<file path="src/rtl/mult_pkg.sv">
// Shared definitions for the sequential HI/LO multiplier.
package mult_pkg;

   localparam int unsigned DATA_W     = 32;
   localparam int unsigned MULT_STEPS = 32;
   localparam int unsigned CNT_W      = $clog2(MULT_STEPS + 1);

   typedef enum logic [1:0] {
      IDLE  = 2'd0,
      BUSY  = 2'd1,
      FIXUP = 2'd2
   } state_t;

endpackage

</file>
<file path="src/rtl/twos_neg.sv">
// Combinational two's-complement negation of a W-bit value.
module twos_neg #(
   parameter int unsigned W = 32
) (
   input  logic [W-1:0] value,
   output logic [W-1:0] neg
);

   always_comb begin
      neg = (~value) + W'(1);
   end

endmodule

</file>
<file path="src/rtl/seq_multiplier.sv">
// Radix-2 sequential 32x32 multiplier with MIPS-style HI/LO registers,
// MULT/MULTU support, restart-on-start and MTHI/MTLO writes.
module seq_multiplier
   import mult_pkg::*;
(
   input  logic              clk,
   input  logic              rst_n,
   input  logic              start,
   input  logic              is_signed,
   input  logic [DATA_W-1:0] a,
   input  logic [DATA_W-1:0] b,
   input  logic              hi_we,
   input  logic              lo_we,
   input  logic [DATA_W-1:0] wdata,
   output logic              pve,
   output logic              busy,
   output logic [DATA_W-1:0] hi,
   output logic [DATA_W-1:0] lo
);

   state_t                state;
   logic [CNT_W-1:0]      count;
   logic [2*DATA_W-1:0]   acc;
   logic [2*DATA_W-1:0]   mcand;
   logic [DATA_W-1:0]     mplier;
   logic                  neg_res;

   logic [DATA_W-1:0]     a_neg;
   logic [DATA_W-1:0]     b_neg;
   logic [2*DATA_W-1:0]   acc_neg;
   logic [DATA_W-1:0]     a_mag;
   logic [DATA_W-1:0]     b_mag;
   logic [2*DATA_W-1:0]   product;

   twos_neg #(.W(DATA_W))   u_neg_a (.value(a),   .neg(a_neg));
   twos_neg #(.W(DATA_W))   u_neg_b (.value(b),   .neg(b_neg));
   twos_neg #(.W(2*DATA_W)) u_neg_p (.value(acc), .neg(acc_neg));

   // 0x80000000 negates to itself, which read as unsigned is exactly 2^31.
   always_comb begin
      a_mag   = (is_signed && a[DATA_W-1]) ? a_neg : a;
      b_mag   = (is_signed && b[DATA_W-1]) ? b_neg : b;
      product = neg_res ? acc_neg : acc;
   end

   always_ff @(posedge clk or negedge rst_n) begin
      if (!rst_n) begin
         state   <= IDLE;
         count   <= '0;
         acc     <= '0;
         mcand   <= '0;
         mplier  <= '0;
         neg_res <= 1'b0;
         hi      <= '0;
         lo      <= '0;
         pve     <= 1'b1;
         busy    <= 1'b0;
      end else if (start) begin
         // Start wins in every state; a pending operation is simply dropped.
         state   <= BUSY;
         count   <= CNT_W'(MULT_STEPS);
         acc     <= '0;
         mcand   <= {{DATA_W{1'b0}}, a_mag};
         mplier  <= b_mag;
         neg_res <= is_signed & (a[DATA_W-1] ^ b[DATA_W-1]);
         pve     <= 1'b0;
         busy    <= 1'b1;
      end else begin
         case (state)
            IDLE: begin
               if (hi_we) hi <= wdata;
               if (lo_we) lo <= wdata;
            end
            BUSY: begin
               if (mplier[0]) acc <= acc + mcand;
               mcand  <= mcand << 1;
               mplier <= mplier >> 1;
               count  <= count - CNT_W'(1);
               if (count == CNT_W'(1)) state <= FIXUP;
            end
            FIXUP: begin
               hi    <= product[2*DATA_W-1:DATA_W];
               lo    <= product[DATA_W-1:0];
               state <= IDLE;
               pve   <= 1'b1;
               busy  <= 1'b0;
            end
            default: begin
               state <= IDLE;
               pve   <= 1'b1;
               busy  <= 1'b0;
            end
         endcase
      end
   end

endmodule

</file>
<file path="config.mk">
export PLATFORM = sky130hd
export DESIGN_NAME = seq_multiplier
export DESIGN_NICKNAME = d
export VERILOG_FILES = /design/src/rtl/mult_pkg.sv /design/src/rtl/twos_neg.sv /design/src/rtl/seq_multiplier.sv
export SDC_FILE = /design/constraint.sdc
export NUM_CORES = 1
export LEC_CHECK = 0
export CORE_ASPECT_RATIO = 0.6
export CORE_MARGIN = 5
export CORE_UTILIZATION = 41
export DETAILED_ROUTE_END_ITERATION = 12
export PLACE_DENSITY = 0.63
export SYNTH_ARGS = -nofsm -noshare
export SYNTH_HDL_FRONTEND = slang
export SYNTH_HIERARCHICAL = 1
export SYNTH_SLANG_ARGS = --single-unit
</file>
<file path="constraint.sdc">
create_clock -name clk -period 4 [get_ports clk]
set_input_delay 0.4 -clock clk [delete_from_list [all_inputs] [get_ports clk]]
set_output_delay 0.4 -clock clk [all_outputs]
set_load 0.02 [all_outputs]
</file>
==> results.sh, run 1 <==
export IMPL_rows=58
export IMPL_crit_required_ns=4.49
export IMPL_postLayoutCoreUtil=0.496
export IMPL_finClkSkew_ns=0.0166
export IMPL_final_cell_area_sq_um=20900
export IMPL_synth_top_area_frac=0.332
export IMPL_clock_tree_buffer_depth=3
export IMPL_routed_wl_microns=59300
export IMPL_yosys_cell_count_top_type="sky130_fd_sc_hd__nand2_1"
export IMPL_antenna_cells_inserted=0
export IMPL_net_switching_power_mw=5.02
export IMPL_numCtsBuffers=25
export IMPL_normalized_max_slew_margin=0.249
export IMPL_tritoncts="built"
export IMPL_first_global_vias=15500
export IMPL_final_max_slew_violation_count=0
export IMPL_detail_route_first_pass_iterations=6
export IMPL_finalWorstPathRequiredPeriod_ns=3.78
export IMPL_cell_with_the_biggest_individual_delay_on_the_critical_path="sky130_fd_sc_hd__a2111oi_2"
export IMPL_total_leakage_power_nw=9.25
export IMPL_timing_hold_worst_class="in2async"
export IMPL_dieWidth_microns=278
export IMPL_synth_enable_flop_cells=0
export IMPL_max_freq_ghz=0.264
export IMPL_yosysTopAreaCell="sky130_fd_sc_hd__dfrtp_1"
export IMPL_setup_worst_path_start_class="flop"
export IMPL_critical_path_arrival_ns=4.28
export IMPL_fin_setup_tns_ns=0
export IMPL_floorplan_initialDensity=0.418
export IMPL_grt_pass1_wl_microns=92700
export IMPL_yosys_top_cells_count="471 x sky130_fd_sc_hd__nand2_1, 234 x sky130_fd_sc_hd__dfrtp_1, 161 x sky130_fd_sc_hd__a21oi_1"
export IMPL_grt_remaining_overflow=0
export IMPL_synth_seq_area_share=0.333
export IMPL_die_area_sq_um=47400
export IMPL_worstPathBufferInverterCount=1
export IMPL_postSynthCellCount=2182
export IMPL_ff_latch_count_synth=235
export IMPL_routed_via_count=16900
export IMPL_syn_num_nets=2353
export IMPL_postSynth_asyncResetShare=1.00
export IMPL_post_synth_num_cell_types=84
export IMPL_crit_path_end_kind="flop"
export IMPL_crit_fanout=7
export IMPL_crit_top_cell="sky130_fd_sc_hd__a21oi_1"
export IMPL_clk_latency_ns=0.56
export IMPL_numPortBuffers=167
export IMPL_flow_area_growth_from_synthesis_pct=18.7
export IMPL_post_dp_cell_area_sq_um=20000
export IMPL_critical_path_reg2reg_endpoint="acc[32]"
export IMPL_cp_cell_sequence="ha_1, inv_1, fa_1, nor2b_1, o21a_1, o21ai_1, a2111oi_2, a21oi_1, o41ai_2, a21oi_1, or2_0, a2111oi_0, a311o_1"
export IMPL_die_h_microns=171
export IMPL_via_per_inst=5.88
export IMPL_synth_area_sq_um=17600
export IMPL_synth_ff_type="sky130_fd_sc_hd__dfrtp_1"
export IMPL_clock_net_sink_count=235
export IMPL_power_density_nw_per_um2=568
export IMPL_vdd_drop_max_mv=0.317
export IMPL_detail_route_iter0_violations=1925
export IMPL_setup_viol_count_final=0
export IMPL_timing_max_cap_violations=0
export IMPL_dp_final_hpwl_microns=44600
export IMPL_grtUsageTotal=0.241
export IMPL_maximum_number_of_pins_on_one_net_before_global_route_repair=168
export IMPL_avgSynthCellArea_sq_um=8.09
export IMPL_cpLargestDelayFamily="compound AO/OA/AOI/OAI gates"
export IMPL_clock_power_frac=0.226
export IMPL_reg2reg_setup_slack_ns=0.22
export IMPL_report_final_hold_viol_count=0
export IMPL_r2r_cells=13
export IMPL_layout_drive_gt1_share=0.0685
export IMPL_regToRegStartpoint="acc[0]"
export IMPL_internal_power_mw=6.88
export IMPL_num_nets_final=2460
export IMPL_max_slew_worst_pin_slew_ns=1.12
export IMPL_clk_pin_slew_worst_paths_ns=0.06
export IMPL_io_pins=168
export IMPL_grt_setup_unrepaired="false"
export IMPL_core_area_sq_um=42200
export IMPL_switching_share=0.422
export IMPL_drt_antenna_violating_nets=0
export IMPL_final_min_period_over_clock_period=0.945
export IMPL_combinationalPowerShare=0.477
export IMPL_routabilityCongestion=0.950
export IMPL_critPathKind="reg2reg"
export IMPL_outcome="complete, no violations"
export IMPL_root_buffer="sky130_fd_sc_hd__clkbuf_16"
export IMPL_post_route_drc_count=0
export IMPL_number_of_antenna_violations_at_the_first_check_in_global_routing=1
export IMPL_synth_warnings=6
export IMPL_route_detailed_wl_per_inst_microns=20.6
export IMPL_critPathMaxStageDelay_ns=0.47
export IMPL_post_synth_main_area_contributors="sky130_fd_sc_hd__dfrtp_1 33%, sky130_fd_sc_hd__nand2_1 10%, sky130_fd_sc_hd__xnor2_1 5.9%"
export IMPL_number_of_levels_the_h_tree_was_split_into=1
export IMPL_power_sequential_fraction=0.297
-- layout by cell type, fill, tap and decap left out, types with 6 or more instances in the layout --
cell type                         count
sky130_fd_sc_hd__a21oi_1            161
sky130_fd_sc_hd__xor2_1              49
sky130_fd_sc_hd__nor2_1             126
sky130_fd_sc_hd__or4_4                6
sky130_fd_sc_hd__dfrtp_1            233
sky130_fd_sc_hd__or4_1               14
sky130_fd_sc_hd__nand2b_1             8
sky130_fd_sc_hd__ha_1                68
sky130_fd_sc_hd__a211oi_1            71
sky130_fd_sc_hd__or3_1               22
sky130_fd_sc_hd__and3_1              73
sky130_fd_sc_hd__inv_1               30
sky130_fd_sc_hd__nor2b_1             14
sky130_fd_sc_hd__clkbuf_16           25
sky130_fd_sc_hd__nand4_1             21
sky130_fd_sc_hd__nor4_2              11
sky130_fd_sc_hd__buf_4               50
sky130_fd_sc_hd__xnor2_1            119
sky130_fd_sc_hd__o21a_1               8
sky130_fd_sc_hd__o21ai_0             45
sky130_fd_sc_hd__mux2i_1             71
sky130_fd_sc_hd__nor4_1              42
sky130_fd_sc_hd__clkinv_2             6
sky130_fd_sc_hd__buf_12               6
sky130_fd_sc_hd__nand3b_1             6
sky130_fd_sc_hd__nand2_1            470
sky130_fd_sc_hd__o21bai_1             6
sky130_fd_sc_hd__bufinv_16            6
sky130_fd_sc_hd__nor3_1              46
sky130_fd_sc_hd__clkbuf_8             6
sky130_fd_sc_hd__a31oi_1             69
sky130_fd_sc_hd__o31ai_1              9
sky130_fd_sc_hd__a21o_1              99
sky130_fd_sc_hd__o21ai_1              7
sky130_fd_sc_hd__nand3_1             37
sky130_fd_sc_hd__clkdlybuf4s50_1    165
-- power by group through the flow --
stage	Clock, mW	Sequential, mW	Combinational (mW)
2_1_floorplan	0	3.74	3.22
3_3_place_gp	0	3.54	5.53
3_5_place_dp	0	3.56	5.55
4_1_cts	2.74	3.52	5.58
5_1_grt	2.85	3.61	6.16
6_report	2.69	3.54	5.69
-- worst reg2reg max path: stages (launching register included) --
cell	delay, ns
sky130_fd_sc_hd__dfrtp_1	0.45
sky130_fd_sc_hd__ha_1	0.25
sky130_fd_sc_hd__inv_1	0.07
sky130_fd_sc_hd__fa_1	0.38
sky130_fd_sc_hd__nor2b_1	0.17
sky130_fd_sc_hd__o21a_1	0.15
sky130_fd_sc_hd__o21ai_1	0.18
sky130_fd_sc_hd__a2111oi_2	0.48
sky130_fd_sc_hd__a21oi_1	0.22
sky130_fd_sc_hd__o41ai_2	0.35
sky130_fd_sc_hd__a21oi_1	0.16
sky130_fd_sc_hd__or2_0	0.25
sky130_fd_sc_hd__a2111oi_0	0.45
sky130_fd_sc_hd__a311o_1	0.17
-- what timing repair did --
action / 4_1_cts / 5_1_grt
endpoints found under the setup margin: 0 / 1
setup buffers: 0 / 0
hold buffers: 1 / 0
endpoints found under the hold margin: 98 / 0
gates resized for setup: 0 / 1
-- final cells by class --
class,count,area (sq um)
Fill cell,4002,21300
Clock inverter,13,230
Tap cell,570,713
Timing Repair Buffer,223,2170
Multi-Input combinational cell,1773,11100
Inverter,31,116
Clock buffer,32,712
Sequential cell,235,5890
-- sequential cells by signal (all words and copies together) (netlist names) --
register,flops
state,2
lo,32
mcand,64
hi,32
count,6
acc,64
neg_res,1
busy,1
pve,1
mplier,32
-- routing by layer --
metal | GRT usage | part of all wire | vias up
met1 | 0.403 | 0.52 | 8209
li1 | - | - | 8005
met4 | 0.0331 | 0.014 | 0
met5 | 0 | 0 | -
met2 | 0.307 | 0.37 | 653
met3 | 0.0655 | 0.099 | 50
-- how the worst max path moves through the flow --
| stage | slack [ns] | endpoint | start | cells after the start |
|---|---|---|---|---|
| 2_1_floorplan | 0.74 | acc[32] | acc[0] | 13 |
| 3_3_place_gp | 0.26 | acc[32] | acc[0] | 13 |
| 3_5_place_dp | 0.22 | acc[32] | acc[0] | 13 |
| 4_1_cts | 0.16 | acc[32] | acc[0] | 13 |
| 5_1_grt | 0.04 | acc[32] | acc[0] | 13 |
| 6_report | 0.22 | acc[32] | acc[0] | 13 |
-- through the flow --
step                      instances  total power, mW  worst slack (ns)  hold WS (ns)
after floorplan                2182             6.96             0.735         0.104
final                          2877             11.9             0.218         0.460
after global routing           2877             12.6            0.0397         0.496
after detailed placement       2831             9.11             0.216         0.466
after global placement         2831             9.07             0.263         0.459
after CTS                      2877             11.8             0.165         0.480
-- cell families after synthesis --
kind of cell,synth area share
muxes,0.0411
and+or+nand+nor,0.257
buffers and inverters,0.0398
adders and majority gates,0.0493
xor gates and xnor gates,0.0834
AOI/OAI and AO/OA,0.196
DFF,0.333
Power figures use the tool's default switching activity.
==> run 2, diff against run 1 <==
CORE_ASPECT_RATIO = not set   (was 0.6)
==> run 2 against run 1 <==
Register-to-register slack improved by 0.06 ns. Hold slack got worse by 0.29 ns. Non-clock buffer count decreased by 7. Clock-buffer cell count increased by 7. Maximum frequency increased by 1.7%. Routed wire length decreased by 9.5%. Power decreased by 5.5%. Sequential power about the same. Critical path depth increased by 1. Global-route usage decreased by 2.1 points. Cell area decreased by 1.0%. Sequential share of layout area increased by 0.30 points. Largest power group unchanged.
==> results.sh, run 2 (same netlist as run 1, synthesis figures left out) <==
export IMPL_critPathMaxStageDelay_ns=0.46
export IMPL_rows=76
export IMPL_io_pins=168
export IMPL_finClkSkew_ns=0.0130
export IMPL_crit_fanout=7
export IMPL_worst_case_setup_slack_after_placement_ns=0.307
export IMPL_final_min_period_over_clock_period=0.930
export IMPL_fin_hold_ws_ns=0.168
export IMPL_flow_area_growth_from_synthesis_pct=17.5
export IMPL_cpLargestDelayFamily="compound AO/OA/AOI/OAI gates"
export IMPL_crit_path_end_kind="flop"
export IMPL_normalized_max_slew_margin=0.261
export IMPL_route_detailed_wl_per_inst_microns=18.9
export IMPL_worstPathBufferInverterCount=2
export IMPL_die_h_microns=217
export IMPL_vdd_drop_max_mv=0.310
export IMPL_numCtsBuffers=27
export IMPL_grt_pass1_wl_microns=85900
export IMPL_dieWidth_microns=217
export IMPL_clock_net_sink_count=235
export IMPL_clock_tree_buffer_depth=3
export IMPL_numPortBuffers=167
export IMPL_routabilityCongestion=0.939
export IMPL_crit_top_cell="sky130_fd_sc_hd__a21oi_1"
export IMPL_routed_via_count=16200
export IMPL_dp_final_hpwl_microns=41000
export IMPL_root_buffer="sky130_fd_sc_hd__clkbuf_16"
export IMPL_routed_wl_microns=53700
export IMPL_timing_hold_worst_class="in2reg"
export IMPL_fin_setup_tns_ns=0
export IMPL_detail_route_iter0_violations=1310
export IMPL_clk_latency_ns=0.55
export IMPL_first_global_vias=15300
export IMPL_crit_required_ns=4.48
export IMPL_number_of_antenna_violations_at_the_first_check_in_global_routing=0
export IMPL_num_nets_final=2455
export IMPL_grt_setup_unrepaired="false"
export IMPL_critical_path_arrival_ns=4.20
export IMPL_max_freq_ghz=0.269
export IMPL_cp_cell_sequence="ha_1, inv_1, fa_1, nor2b_1, o21a_1, o21ai_1, a2111oi_2, a21oi_1, o41ai_1, buf_4, a21oi_1, or2_0, a2111oi_1, a311o_1"
export IMPL_postLayoutCoreUtil=0.484
export IMPL_number_of_levels_the_h_tree_was_split_into=1
export IMPL_total_leakage_power_nw=9.13
export IMPL_drt_antenna_violating_nets=0
export IMPL_layout_setup_ws_ns=0.281
export IMPL_setup_viol_count_final=0
export IMPL_floorplan_initialDensity=0.412
export IMPL_layout_common_cells="470 x sky130_fd_sc_hd__nand2_1, 233 x sky130_fd_sc_hd__dfrtp_1, 165 x sky130_fd_sc_hd__clkdlybuf4s50_1"
export IMPL_maximum_number_of_pins_on_one_net_before_global_route_repair=93
export IMPL_detail_route_first_pass_iterations=5
export IMPL_grtUsageTotal=0.221
export IMPL_mostFrequentLayoutCell="sky130_fd_sc_hd__nand2_1"
export IMPL_report_power_total_mw=11.3
export IMPL_via_per_inst=5.69
export IMPL_cell_with_the_biggest_individual_delay_on_the_critical_path="sky130_fd_sc_hd__dfrtp_1"
export IMPL_layout_drive_gt1_share=0.0634
export IMPL_finalWorstPathRequiredPeriod_ns=3.72
export IMPL_clk_pin_slew_worst_paths_ns=0.06
export IMPL_report_final_hold_viol_count=0
export IMPL_outcome="complete, no violations"
export IMPL_critPathKind="reg2reg"
export IMPL_timing_max_cap_violations=0
export IMPL_post_route_drc_count=0
export IMPL_max_slew_worst_pin_slew_ns=1.11
export IMPL_power_density_nw_per_um2=543
export IMPL_final_max_slew_violation_count=0
export IMPL_die_area_sq_um=47300
export IMPL_tritoncts="built"
export IMPL_setup_worst_path_start_class="flop"
export IMPL_grt_remaining_overflow=0
export IMPL_largest_registers="acc x64, mcand x64"
export IMPL_antenna_cells_inserted=0
export IMPL_core_area_sq_um=42800
==> run 2: changes by cell type in the layout (fill, tap and decap cells not counted), moves of 3 or more <==
cell	before	now
sky130_fd_sc_hd__clkbuf_1	1	7
sky130_fd_sc_hd__bufinv_16	6	1
sky130_fd_sc_hd__buf_4	50	46
sky130_fd_sc_hd__clkinv_2	6	2
sky130_fd_sc_hd__clkinvlp_4	0	4
sky130_fd_sc_hd__buf_12	6	3
==> run 2: power by group <==
part / internal [mW] / leakage [nW] / switching (mW)
clock network: 1.40 / 0.404 / 1.00
registers: 2.94 / 3.01 / 0.604
logic: 2.23 / 5.72 / 3.08
total: 6.57 / 9.13 / 4.68
==> run 2: worst register-to-register path: stages, from the launching register on <==
cell                        delay, ns
sky130_fd_sc_hd__dfrtp_1         0.46
sky130_fd_sc_hd__ha_1            0.26
sky130_fd_sc_hd__inv_1           0.07
sky130_fd_sc_hd__fa_1            0.38
sky130_fd_sc_hd__nor2b_1         0.19
sky130_fd_sc_hd__o21a_1          0.16
sky130_fd_sc_hd__o21ai_1         0.16
sky130_fd_sc_hd__a2111oi_2       0.40
sky130_fd_sc_hd__a21oi_1         0.18
sky130_fd_sc_hd__o41ai_1         0.27
sky130_fd_sc_hd__buf_4           0.19
sky130_fd_sc_hd__a21oi_1         0.10
sky130_fd_sc_hd__or2_0           0.24
sky130_fd_sc_hd__a2111oi_1       0.43
sky130_fd_sc_hd__a311o_1         0.16
==> run 2: routing by layer <==
metal,GRT usage,part of all wire,vias to the layer above
met1,0.325,0.48,7693
li1,-,-,7994
met3,0.0357,0.067,64
met4,0.0605,0.027,0
met2,0.338,0.43,467
met5,0,0,-
==> run 2: per-stage QoR <==
step / cells / cell area, sq um
floorplan: 2182 / 17600
global placement: 2800 / 19900
detailed placement: 2800 / 19900
CTS: 2848 / 20700
global route: 2848 / 20700
finish: 2848 / 20700
==> run 2: layout make-up <==
| type | instances | area (sq um) |
|---|---|---|
| inverters | 31 | 116 |
| fillers | 4160 | 22100 |
| flip-flops and latches | 235 | 5890 |
| repair buffers | 216 | 2080 |
| clock inverters | 8 | 78.8 |
| multi-input cells | 1773 | 11100 |
| clock buffers | 39 | 771 |
| well taps | 546 | 683 |
==> run 2: path summary, 6_finish.rpt <==
path | cells past startpoint | endpoint | slack, ns | startpoint
setup / recovery | 14 | acc[32] | 0.28 | acc[0]
hold / removal | 2 | acc[4] | 0.17 | start
setup reg to reg | 14 | acc[32] | 0.28 | acc[0]
hold reg to reg | 1 | hi[22] | 0.47 | hi[22]
max in group asynchronous | 3 | neg_res | 2.66 | rst_n
min in group asynchronous | 2 | lo[22] | 0.44 | rst_n
==> run 2: what timing repair did <==
item | 4_1_cts | 5_1_grt
setup buffers | 0 | 0
endpoints found under the hold margin | 89 | 0
hold buffers | 1 | 0
resized for setup | 0 | 1
setup endpoints to repair | 0 | 1
==> run 3, diff against run 2 <==
SKIP_CTS_REPAIR_TIMING = 1   (was not set)
==> run 3 against run 2 <==
Non-clock buffer count stayed put. Via count barely moved. Cell count unchanged. Global-route usage unchanged. Register-to-register slack is essentially flat. Die area did not move. Critical path depth is the same. Worst setup slack is essentially flat. Sequential cell count is the same. Sequential share of layout area is the same. Sequential power is essentially flat. Critical path type unchanged.
==> results.sh, run 3 (same netlist as run 1, synthesis figures left out) <==
export IMPL_outcome="complete, no violations"
export IMPL_switching_share=0.416
export IMPL_numPortBuffers=167
export IMPL_post_route_drc_count=0
export IMPL_normalized_max_slew_margin=0.261
export IMPL_total_leakage_power_nw=9.13
export IMPL_r2r_cells=14
export IMPL_via_per_inst=5.69
export IMPL_routed_wl_microns=53700
export IMPL_die_h_microns=217
export IMPL_max_slew_worst_pin_slew_ns=1.11
export IMPL_report_final_hold_viol_count=0
export IMPL_cell_with_the_biggest_individual_delay_on_the_critical_path="sky130_fd_sc_hd__dfrtp_1"
export IMPL_power_sequential_fraction=0.315
export IMPL_flow_area_growth_from_synthesis_pct=17.5
export IMPL_crit_fanout=7
export IMPL_timing_hold_worst_class="in2reg"
export IMPL_largest_registers="acc x64, mcand x64"
export IMPL_grt_pass1_wl_microns=85900
export IMPL_power_density_nw_per_um2=543
export IMPL_routabilityCongestion=0.939
export IMPL_layout_drive_gt1_share=0.0634
export IMPL_clk_latency_ns=0.55
export IMPL_internal_power_mw=6.57
export IMPL_layout_common_cells="470 x sky130_fd_sc_hd__nand2_1, 233 x sky130_fd_sc_hd__dfrtp_1, 165 x sky130_fd_sc_hd__clkdlybuf4s50_1"
export IMPL_routed_via_count=16200
export IMPL_mostFrequentLayoutCell="sky130_fd_sc_hd__nand2_1"
export IMPL_finalWorstPathRequiredPeriod_ns=3.72
export IMPL_critical_path_arrival_ns=4.20
export IMPL_number_of_antenna_violations_at_the_first_check_in_global_routing=0
export IMPL_setup_worst_path_start_class="flop"
export IMPL_detail_route_first_pass_iterations=5
export IMPL_postLayoutCoreUtil=0.484
export IMPL_clk_pin_slew_worst_paths_ns=0.06
export IMPL_clock_power_frac=0.213
export IMPL_grt_setup_unrepaired="false"
export IMPL_final_max_slew_violation_count=0
export IMPL_number_of_levels_the_h_tree_was_split_into=1
export IMPL_floorplan_initialDensity=0.412
export IMPL_crit_cells=14
export IMPL_io_pins=168
export IMPL_crit_top_cell="sky130_fd_sc_hd__a21oi_1"
export IMPL_antenna_cells_inserted=0
export IMPL_critPathKind="reg2reg"
export IMPL_root_buffer="sky130_fd_sc_hd__clkbuf_16"
export IMPL_rows=76
export IMPL_first_global_vias=15300
export IMPL_tritoncts="built"
export IMPL_route_detailed_wl_per_inst_microns=18.8
export IMPL_crit_required_ns=4.48
export IMPL_setup_viol_count_final=0
export IMPL_timing_max_cap_violations=0
export IMPL_cp_cell_sequence="ha_1, inv_1, fa_1, nor2b_1, o21a_1, o21ai_1, a2111oi_2, a21oi_1, o41ai_1, buf_4, a21oi_1, or2_0, a2111oi_1, a311o_1"
export IMPL_grt_remaining_overflow=0
export IMPL_detail_route_iter0_violations=1310
export IMPL_final_min_period_over_clock_period=0.930
export IMPL_critPathMaxStageDelay_ns=0.46
export IMPL_max_freq_ghz=0.269
export IMPL_cpLargestDelayFamily="compound AO/OA/AOI/OAI gates"
export IMPL_clock_tree_buffer_depth=3
export IMPL_hold_path_depth=2
export IMPL_net_switching_power_mw=4.68
export IMPL_die_area_sq_um=47300
export IMPL_crit_path_end_kind="flop"
export IMPL_dp_final_hpwl_microns=41000
export IMPL_vdd_drop_max_mv=0.310
export IMPL_fin_setup_tns_ns=0
export IMPL_combinationalPowerShare=0.472
export IMPL_finClkSkew_ns=0.0131
export IMPL_worstPathBufferInverterCount=2
export IMPL_maximum_number_of_pins_on_one_net_before_global_route_repair=93
export IMPL_dieWidth_microns=217
export IMPL_core_area_sq_um=42800
export IMPL_clock_net_sink_count=235
export IMPL_numCtsBuffers=27
export IMPL_num_nets_final=2455
export IMPL_grtUsageTotal=0.221
export IMPL_drt_antenna_violating_nets=0
[run 3: cell counts in the layout (fill, tap and decap cells not counted)]
Identical to the previous run, type by type.
[run 3: final timing paths]
| kind | startpoint | to | slack, ns |
|---|---|---|---|
| setup / recovery | acc[0] | acc[32] | 0.28 |
| hold / removal | start | acc[4] | 0.17 |
| setup reg to reg | acc[0] | acc[32] | 0.28 |
| hold reg to reg | hi[22] | hi[22] | 0.47 |
| max in group asynchronous | rst_n | neg_res | 2.66 |
| min in group asynchronous | rst_n | lo[22] | 0.43 |
[run 3: worst reg2reg max path, stage by stage (launching register included)]
cell                        delay (ns)
sky130_fd_sc_hd__dfrtp_1          0.46
sky130_fd_sc_hd__ha_1             0.26
sky130_fd_sc_hd__inv_1            0.07
sky130_fd_sc_hd__fa_1             0.38
sky130_fd_sc_hd__nor2b_1          0.19
sky130_fd_sc_hd__o21a_1           0.16
sky130_fd_sc_hd__o21ai_1          0.16
sky130_fd_sc_hd__a2111oi_2        0.40
sky130_fd_sc_hd__a21oi_1          0.18
sky130_fd_sc_hd__o41ai_1          0.27
sky130_fd_sc_hd__buf_4            0.19
sky130_fd_sc_hd__a21oi_1          0.10
sky130_fd_sc_hd__or2_0            0.24
sky130_fd_sc_hd__a2111oi_1        0.43
sky130_fd_sc_hd__a311o_1          0.16
[run 3: cell type report]
class | count | area (sq um)
timing repair buffer | 216 | 2080
inverter | 31 | 116
multi-input combinational | 1773 | 11100
clock buffer | 39 | 771
fill | 4160 | 22100
sequential | 235 | 5890
clock inverter | 8 | 78.8
tap | 546 | 683
[run 3: metrics by stage]
| stage | instances | hold WS (ns) | instance area, sq um | setup WS (ns) | power, mW |
|---|---|---|---|---|---|
| after floorplan | 2182 | 0.104 | 17600 | 0.735 | 6.96 |
| after global placement | 2800 | 0.458 | 19900 | 0.408 | 8.80 |
| after CTS | 2847 | -0.120 | 20700 | 0.267 | 11.3 |
| after detailed placement | 2800 | 0.462 | 19900 | 0.307 | 8.86 |
| after global routing | 2848 | 0.155 | 20700 | 0.0154 | 12.0 |
| final | 2848 | 0.168 | 20700 | 0.281 | 11.3 |
[run 3: power groups by stage]
stage | sequential (mW) | combinational [mW] | clock [mW]
after floorplan | 3.74 | 3.22 | 0
after global placement | 3.56 | 5.24 | 0
after detailed placement | 3.59 | 5.28 | 0
after CTS | 3.54 | 5.30 | 2.46
after global routing | 3.64 | 5.79 | 2.56
final | 3.55 | 5.31 | 2.40
[run 3: metal layers]
metal / global-route usage / routed length, microns / vias to the layer above
li1: - / - / 7995
met1: 0.325 / 25600 / 7696
met2: 0.338 / 23100 / 458
met3: 0.0358 / 3530 / 64
met4: 0.0605 / 1450 / 0
met5: 0 / 0 / -
